[src/rtl/mk14_pkg.sv]
// Shared MK14 display constants and the scan controller state encoding.
package mk14_pkg;

   localparam int unsigned MK14_DIGITS = 8;
   localparam int unsigned MK14_SEG_W  = 8;

   typedef enum logic [1:0] {
      IDLE  = 2'd0,
      LOAD  = 2'd1,
      ON    = 2'd2,
      BLANK = 2'd3
   } scan_state_t;

endpackage

[src/rtl/mk14_display_scan.sv]
// Multiplexed 8-digit 7-segment scan controller with per-frame snapshot,
// inter-digit blanking and 16-step PWM brightness.
module mk14_display_scan
   import mk14_pkg::*;
#(
   parameter int unsigned DWELL_CYCLES   = 12000,
   parameter int unsigned BLANK_CYCLES   = 12,
   parameter bit          SEG_ACTIVE_LOW = 1'b1,
   parameter bit          DIG_ACTIVE_LOW = 1'b1
) (
   input  logic                                clk,
   input  logic                                rst_n,
   input  logic                                enable,
   input  logic [MK14_DIGITS*MK14_SEG_W-1:0]   display,
   input  logic [3:0]                          brightness,
   output logic [MK14_SEG_W-1:0]               seg,
   output logic [MK14_DIGITS-1:0]              dig,
   output logic                                frame_start
);

   localparam int unsigned SLOT_LEN = DWELL_CYCLES / 16;
   localparam int unsigned CNT_W    = $clog2(DWELL_CYCLES);
   localparam int unsigned SUB_W    = $clog2(SLOT_LEN);
   localparam int unsigned IDX_W    = $clog2(MK14_DIGITS);
   localparam int unsigned SNAP_W   = MK14_DIGITS * MK14_SEG_W;

   localparam logic [MK14_SEG_W-1:0]  SEG_OFF = {MK14_SEG_W{SEG_ACTIVE_LOW}};
   localparam logic [MK14_DIGITS-1:0] DIG_OFF = {MK14_DIGITS{DIG_ACTIVE_LOW}};

   scan_state_t             state_q, state_d;
   logic [CNT_W-1:0]        cnt_q, cnt_d;
   logic [SUB_W-1:0]        sub_q, sub_d;
   logic [3:0]              slot_q, slot_d;
   logic [IDX_W-1:0]        idx_q, idx_d;
   logic [SNAP_W-1:0]       snap_q, snap_d;
   logic [3:0]              bri_q, bri_d;
   logic [MK14_SEG_W-1:0]   seg_d;
   logic [MK14_DIGITS-1:0]  dig_d;
   logic                    frame_start_d;

   // Output registers are fed from next-state values so each output
   // reflects the state being entered on the same edge.
   always_ff @(posedge clk) begin
      if (!rst_n) begin
         state_q     <= IDLE;
         cnt_q       <= '0;
         sub_q       <= '0;
         slot_q      <= '0;
         idx_q       <= '0;
         snap_q      <= '0;
         bri_q       <= '0;
         seg         <= SEG_OFF;
         dig         <= DIG_OFF;
         frame_start <= 1'b0;
      end else begin
         state_q     <= state_d;
         cnt_q       <= cnt_d;
         sub_q       <= sub_d;
         slot_q      <= slot_d;
         idx_q       <= idx_d;
         snap_q      <= snap_d;
         bri_q       <= bri_d;
         seg         <= seg_d ^ SEG_OFF;
         dig         <= dig_d ^ DIG_OFF;
         frame_start <= frame_start_d;
      end
   end

   always_comb begin
      state_d       = state_q;
      cnt_d         = cnt_q + CNT_W'(1);
      sub_d         = sub_q;
      slot_d        = slot_q;
      idx_d         = idx_q;
      snap_d        = snap_q;
      bri_d         = bri_q;
      seg_d         = '0;
      dig_d         = '0;
      frame_start_d = 1'b0;

      if (!enable) begin
         state_d = IDLE;
         cnt_d   = '0;
         sub_d   = '0;
         slot_d  = '0;
         idx_d   = '0;
      end else begin
         unique case (state_q)
            IDLE: begin
               state_d = LOAD;
               cnt_d   = '0;
            end
            LOAD: begin
               state_d = ON;
               cnt_d   = '0;
               sub_d   = '0;
               slot_d  = '0;
            end
            ON: begin
               if (cnt_q == CNT_W'(DWELL_CYCLES - 1)) begin
                  state_d = BLANK;
                  cnt_d   = '0;
               end else if (sub_q == SUB_W'(SLOT_LEN - 1)) begin
                  sub_d  = '0;
                  slot_d = slot_q + 4'd1;
               end else begin
                  sub_d = sub_q + SUB_W'(1);
               end
            end
            BLANK: begin
               if (cnt_q == CNT_W'(BLANK_CYCLES - 1)) begin
                  cnt_d  = '0;
                  sub_d  = '0;
                  slot_d = '0;
                  if (idx_q == IDX_W'(MK14_DIGITS - 1)) begin
                     state_d = LOAD;
                  end else begin
                     state_d = ON;
                     idx_d   = idx_q + IDX_W'(1);
                  end
               end
            end
            default: state_d = IDLE;
         endcase
      end

      // Snapshot on LOAD entry so the CPU cannot tear a frame.
      if (state_d == LOAD) begin
         snap_d        = display;
         bri_d         = brightness;
         idx_d         = '0;
         frame_start_d = 1'b1;
      end

      if (state_d == ON) begin
         dig_d = MK14_DIGITS'(1) << idx_d;
         if ({1'b0, slot_d} < ({1'b0, bri_d} + 5'd1)) begin
            seg_d = snap_d[{idx_d, 3'b000} +: MK14_SEG_W];
         end
      end
   end

endmodule

[config.mk]
export PLATFORM = sky130hd
export DESIGN_NAME = mk14_display_scan
export DESIGN_NICKNAME = d
export VERILOG_FILES = /design/src/rtl/mk14_pkg.sv /design/src/rtl/mk14_display_scan.sv
export SDC_FILE = /design/constraint.sdc
export NUM_CORES = 1
export LEC_CHECK = 0
export ABC_AREA = 1
export CORE_ASPECT_RATIO = 1.1
export CORE_MARGIN = 10
export CORE_UTILIZATION = 35
export DETAILED_ROUTE_END_ITERATION = 8
export HOLD_SLACK_MARGIN = 0.03
export PLACE_DENSITY = 0.67
export RECOVER_POWER = 50
export SYNTH_ARGS = -nofsm -noshare
export SYNTH_HDL_FRONTEND = slang
export SYNTH_SLANG_ARGS = --single-unit
[constraint.sdc]
create_clock -name clk -period 4.6 [get_ports clk]
set_input_delay 0.69 -clock clk [delete_from_list [all_inputs] [get_ports clk]]
set_output_delay 0.69 -clock clk [all_outputs]
set_load 0.005 [all_outputs]
* After elaboration in Yosys (flattened, before gate mapping) *
Cells that the tools add are included.

storage, ports and cells
  bits in registers = 118
  bits in latches = 0
  bits in writable memories = 0
  memory bits (read-only) = 0
  input port bits = 71
  output and inout port bits = 17
  logic and storage cells = 64
  memories = 0

operators by class
  $add $sub $neg = 5
  $mul = 0
  div/mod/pow operators = 0
  magnitude comparators = 1
  equal/unequal tests = 11
  shift-type cells = 2
  mux-type cells = 28
  bitwise operators = 2
  reduce and logical (&&, ||, !) cells = 5

operators by type and width
  operator                 count
  $mux W64                 1
  $shiftx A64 B7 Y8        1
  $pmux W14 S3             1
  $mux W10                 3
  $pmux W10 S3             1
  $mux W14                 2
  $mux W8                  3
  $mux W4                  5
  $not A8 Y8               2
  $mux W3                  5
  $add A14 B1 Y14 const B  1
  $eq A14 B14 Y1 const B   1
  $eq A14 B4 Y1 const B    1
  $pmux W4 S3              1
  $add A10 B1 Y10 const B  1
  $eq A10 B10 Y1 const B   1
  $mux W2                  4
  $pmux W2 S4              1
  $shl A1 B3 Y8 const A    1
  $eq A2 B2 Y1 const B     3
  $add A4 B1 Y5 const B    1
  $lt A4 B5 Y1             1
  $add A4 B1 Y4 const B    1
  $eq A2 B1 Y1 const B     2
  9 further kinds          10

* Logic depth before layout (Yosys ltp) *
  depth after elaboration = 12
  depth in mapped cells = 21

* Worst setup path after synthesis *
Ideal clock, no wire load.

  path kind = input port to flip-flop
  start point = in enable
  end point = reg seg[0]
  data arrival time = 2883 ps
  data required time = 4473 ps
  slack = 1590 ps
  cell stages on the path = 18
  path buffers = 2
  path through = buf_2 > inv_1 > nor2_1 > o21ai_4 > nand3_4 > inv_2 > buf_2 > nand2_1 > nand2_1 > ha_1 > xnor2_1 > ha_1 > nand2_1 > inv_1 > o21ai_0 > nand3_1 > nand2_1 > nand3_1

between the ends
  longest elaborated chain between the ends = 8
  elaborated cells on any way between the ends = 14

RTL lines
  item                         RTL line                  text
  start: declaration           mk14_display_scan.sv:13   input logic enable,
  $mux W2                      mk14_display_scan.sv:81   if (!enable) begin
  $eq A2 B1 Y1                 mk14_display_scan.sv:128  if (state_d == LOAD) begin
  $mux W4                      mk14_display_scan.sv:128
  net bri_d[1]                 mk14_display_scan.sv:36   logic [3:0] bri_q, bri_d;
  $add A4 B1 Y5                mk14_display_scan.sv:137  if ({1'b0, slot_d} < ({1'b0, bri_d} + 5'd1)) begin
  $lt A4 B5 Y1                 mk14_display_scan.sv:137
  $mux W8                      mk14_display_scan.sv:137
  $mux W8                      mk14_display_scan.sv:135  if (state_d == ON) begin
  $not A8 Y8 (no source line)  -
  end signal: assignment       mk14_display_scan.sv:63   seg <= seg_d ^ SEG_OFF;
  end: declaration             mk14_display_scan.sv:16   output logic [MK14_SEG_W-1:0] seg,

The timed path passes the listed nets, and every way through them passes these cells.
A chain may end at the register's enable or synchronous reset.

* Worst setup path after layout *
  start point = in rst_n
  end point = reg idx_q[0]

RTL lines
  item                    RTL line                 text
  start: declaration      mk14_display_scan.sv:12  input logic rst_n,
  end signal: assignment  mk14_display_scan.sv:60  idx_q <= idx_d;
  end: declaration        mk14_display_scan.sv:34  logic [IDX_W-1:0] idx_q, idx_d;

No word-level cell between the ends.

==> impl_summary.log <==
[metrics] P per Cell Area: ~380 mW/mm^2
[metrics] hold-critical path depth: 1
[metrics] number of flops mapped to enable cells by yosys: 0
[metrics] average cell area after synthesis: roughly 7 sq um
[metrics] result of the run: finished with violations
[metrics] fraction of power consumed by the clock network: between 40% and 50%
[metrics] unique cell type count in the Yosys netlist: 38
[metrics] H-tree lvl count: 4
[metrics] remaining number of nets flagged by the antenna check after routing: 0
[metrics] sum of net half-perimeters after detailed placement: approximately 11 mm
[metrics] number of detailed-route iterations in the first pass: 5
[metrics] cts bufs inserted: 17
[metrics] Post-Route M1 WL: 6.70 mm
[metrics] Post-Synthesis Net Count: around 900
[metrics] most common flop cell mapped by yosys: sky130_fd_sc_hd__dfxtp_1
[metrics] Net Switching: 665 uW
[metrics] remaining max-slew budget at the tightest pin: -124%
[metrics] kind of start point of the critical path: input port
[metrics] maximum operating frequency: roughly 260 MHz
[metrics] clock-pin slew on the worst setup and hold paths: 0.05 ns
[metrics] post-synthesis register bit count: 118
[metrics] hold crit path type: flop to flop
[metrics] proportion of power drawn by flip-flops and latches: between 30% and 40%
[metrics] ratio of final minimum period to clock period: roughly 84%
[metrics] end of the worst register-to-register path: seg[0]
[metrics] initial drt markers: 356
[metrics] share of final-layout standard cells stronger than drive strength 1: 5.03%
[metrics] area taken by flip-flops and latches: approximately 0.0024 sq mm
[metrics] Worst Min Path Start: cnt_q[0]
[metrics] classification of the worst setup path: input port to flop
[metrics] area overhead of the layout relative to synthesis: 27.8%
[metrics] overall overflow remaining after global route: 0
[metrics] arrival time worst endpoint: 4.03 ns
[metrics] critical-path maximum fanout: 76
[metrics] post-synthesis async set-or-reset flop share: 0%
[metrics] via count of the first global-routing pass: between 5,000 and 6,000
[metrics] Logic pwr share: 10.8%
[metrics] multi-input combinational cell area: roughly 0.0027 sq mm
[metrics] count of endpoints failing hold in the final timing report: 0
[metrics] length of routed met3 wiring: roughly 890 um
[metrics] # Max-Cap Violations: 1
[metrics] met2 wire length: roughly 7.5 mm
[metrics] peak ir drop on the vdd network: 0.254 mV
[metrics] RSZ-0062 raised after global routing: no
[metrics] final-layout setup total negative slack: 0 ns
[metrics] clock root buffer: sky130_fd_sc_hd__clkbuf_16
[metrics] clock period minus worst slack: just under 4 ns
[metrics] DRC violations left: 0
[metrics] Die Ht: 153 um
[metrics] initial antenna violation count: 1
[metrics] Fin Clk Skew: just under 0.01 ns
[metrics] Worst R2R Start: cnt_q[0]
[metrics] count of warnings emitted by yosys: 0
[metrics] port buffer count: between 80 and 90
[metrics] maximum number of pins on one net before global-route repair: slightly below 80
[metrics] number of nets in the layout: roughly 980
[metrics] Cell Count Post-Placement: 1,084
[metrics] share of the synthesized area in the top cell type: a little over two fifths
[metrics] WL final: between 15 and 20 mm
[metrics] worst reg2reg setup slack: 1.09 ns
[metrics] post-synth top area cell: sky130_fd_sc_hd__dfxtp_1
[metrics] die area: 0.0215 sq mm
[metrics] total via count in the routed design: between 5,000 and 6,000
[metrics] Least-Margin Pin Slew: ~3.4 ns
[metrics] global-route wire length before repair: roughly 25 mm
[metrics] kind of end point of the critical path: flop
[metrics] top metal layer carrying routed signals: met4
[metrics] number of standard cells after synthesis: 823
[metrics] Sw Share: 24.5%
[metrics] Final GP Congestion: approximately 0.9
[metrics] Final Max Tran Viols: 77
[metrics] FP Rows: between 40 and 50
[metrics] largest cells by area after synthesis: sky130_fd_sc_hd__dfxtp_1 42%, sky130_fd_sc_hd__nand2_1 14%, sky130_fd_sc_hd__nor2_1 10%
[metrics] Filler Cell Count: roughly 1,600
[metrics] Int Pwr: slightly above 2000 uW
[metrics] depth of the worst register-to-register path: 16
[metrics] later-pin clock latency in the skew report: 0.41 ns
[metrics] CTS Sinks: approximately 120
[metrics] number of hold buffers added after cts: 0
[metrics] top cells by instance count after synthesis: 204 x sky130_fd_sc_hd__nand2_1, 151 x sky130_fd_sc_hd__nor2_1, 118 x sky130_fd_sc_hd__dfxtp_1
[metrics] failing checks: capacitance limit, slew limit
[metrics] Setup Buffers After CTS: 0
[metrics] fraction of the yosys area taken by sequential cells: a little over two fifths
[metrics] average vias per placed instance: between 4 and 5
[metrics] global-route usage over all layers: between 10 and 15%
[metrics] data required time of the worst path: between 4 and 5 ns
[metrics] buffer levels on the longest clock path: 2
[metrics] cell with the most instances after synthesis: sky130_fd_sc_hd__nand2_1
[metrics] detailed-route wire length per cell: around 14 um
[metrics] Die X-Extent: approximately 140 um
[metrics] endpoint of the worst hold-timing path: cnt_q[0]
[metrics] CTS tree: yes
[metrics] non-filler cells in the finished layout: 1,116
[metrics] I/O pins: a little under 90
[metrics] final count of negative-setup-slack endpoints: 0
[metrics] Core Footprint: 0.0157 sq mm
[metrics] starting density of the core: 35.7%
[metrics] leakage dissipation: 0.00302 uW
[metrics] Resize count post-CTS: 0
[metrics] total standard cell area after synthesis: 0.00560 sq mm
worst max-delay path, cell delays in order:
cell                            delay [ns]
sky130_fd_sc_hd__dlygate4sd3_1        0.60
sky130_fd_sc_hd__inv_1                0.10
sky130_fd_sc_hd__clkbuf_1             2.35
sky130_fd_sc_hd__nor4_1               0.20
cells by family (layout without fill, tap and decap cells):
| family | after synthesis | in the layout | synth area share [%] |
|---|---|---|---|
| simple gates | 471 | 471 | 35.9 |
| buf+inv | 117 | 209 | 9.16 |
| xor+xnor | 9 | 9 | 1.41 |
| other cells | 0 | 1 | 0 |
| fa+ha+maj | 9 | 9 | 2.01 |
| flops | 118 | 118 | 42.2 |
| compound gates | 99 | 99 | 9.32 |
worst max path at each step:
stage / start / slack, ns / endpoint
global placement: enable / 0.94 / seg[0]
floorplan: enable / 1.59 / seg[0]
CTS: cnt_q[0] / 1.07 / seg[0]
finish: rst_n / 0.72 / idx_q[0]
detailed placement: enable / 0.89 / seg[0]
global route: enable / 0.46 / seg[0]
power groups by stage:
stage / registers, uW / logic [uW] / clock network (uW)
finish: 1080 / 293 / 1340
global placement: 1100 / 291 / 0
floorplan: 1100 / 186 / 0
global route: 1090 / 330 / 1410
CTS: 1080 / 295 / 1360
detailed placement: 1110 / 294 / 0
routing by layer:
| layer | GRT usage (%) | vias to the layer above |
|---|---|---|
| met5 | 0 | - |
| met1 | 16.1 | 2301 |
| met4 | 5.27 | 0 |
| li1 | - | 2773 |
| met2 | 24.1 | 107 |
| met3 | 4.83 | 16 |
layout make-up:
| cell class | count | area share (%) |
|---|---|---|
| Clock buffer | 19 | 6.19 |
| Timing Repair Buffer | 93 | 12.7 |
| Multi-Input combinational cell | 588 | 38.0 |
| Clock inverter | 12 | 2.11 |
| Antenna cell | 1 | 0.0350 |
| Sequential cell | 118 | 33.0 |
| Inverter | 85 | 4.46 |
| Tap cell | 200 | 3.50 |
placed cells by master, fill, tap and decap left out, types with 2 or more instances in the layout:
cell type and instances:
sky130_fd_sc_hd__o21ai_0 25, sky130_fd_sc_hd__clkinv_2 4, sky130_fd_sc_hd__or2_0 6, sky130_fd_sc_hd__inv_2 2, sky130_fd_sc_hd__xnor2_1 2, sky130_fd_sc_hd__or2_1 9
sky130_fd_sc_hd__xor2_1 7, sky130_fd_sc_hd__ha_1 9, sky130_fd_sc_hd__inv_6 2, sky130_fd_sc_hd__nor2_2 5, sky130_fd_sc_hd__clkdlybuf4s50_1 68, sky130_fd_sc_hd__inv_1 82
sky130_fd_sc_hd__nor4_1 6, sky130_fd_sc_hd__dfxtp_1 118, sky130_fd_sc_hd__clkbuf_1 3, sky130_fd_sc_hd__nand3_1 45, sky130_fd_sc_hd__a21oi_1 56, sky130_fd_sc_hd__o21ai_1 11
sky130_fd_sc_hd__nor3b_1 2, sky130_fd_sc_hd__clkinvlp_4 2, sky130_fd_sc_hd__clkbuf_16 17, sky130_fd_sc_hd__nand2_1 205, sky130_fd_sc_hd__nor3_1 16, sky130_fd_sc_hd__dlygate4sd3_1 19
sky130_fd_sc_hd__nand4_1 21, sky130_fd_sc_hd__bufinv_16 3, sky130_fd_sc_hd__buf_4 4, sky130_fd_sc_hd__nor2_1 151
state kept, by name (all words and copies together) (netlist names):
| register | flops |
|---|---|
| snap_q | 64 |
| dig | 8 |
| state_q | 2 |
| idx_q | 3 |
| cnt_q | 14 |
| bri_q | 4 |
| slot_q | 4 |
| seg | 8 |
| sub_q | 10 |
| frame_start | 1 |
per-stage QoR:
| step | hold slack [ns] | total power (uW) | utilization (%) | worst slack (ns) | instance area [sq um] |
|---|---|---|---|---|---|
| 6_report | 0.447 | 2720 | 45.7 | 0.722 | 7160 |
| 5_1_grt | 0.473 | 2820 | 45.7 | 0.463 | 7160 |
| 4_1_cts | 0.451 | 2740 | 45.7 | 1.07 | 7170 |
| 3_5_place_dp | 0.441 | 1400 | 41.9 | 0.887 | 6570 |
| 3_3_place_gp | 0.430 | 1400 | 41.9 | 0.942 | 6570 |
| 2_1_floorplan | 0.418 | 1290 | - | 1.59 | 5600 |
Note: power is estimated with default switching activity, not from simulation.
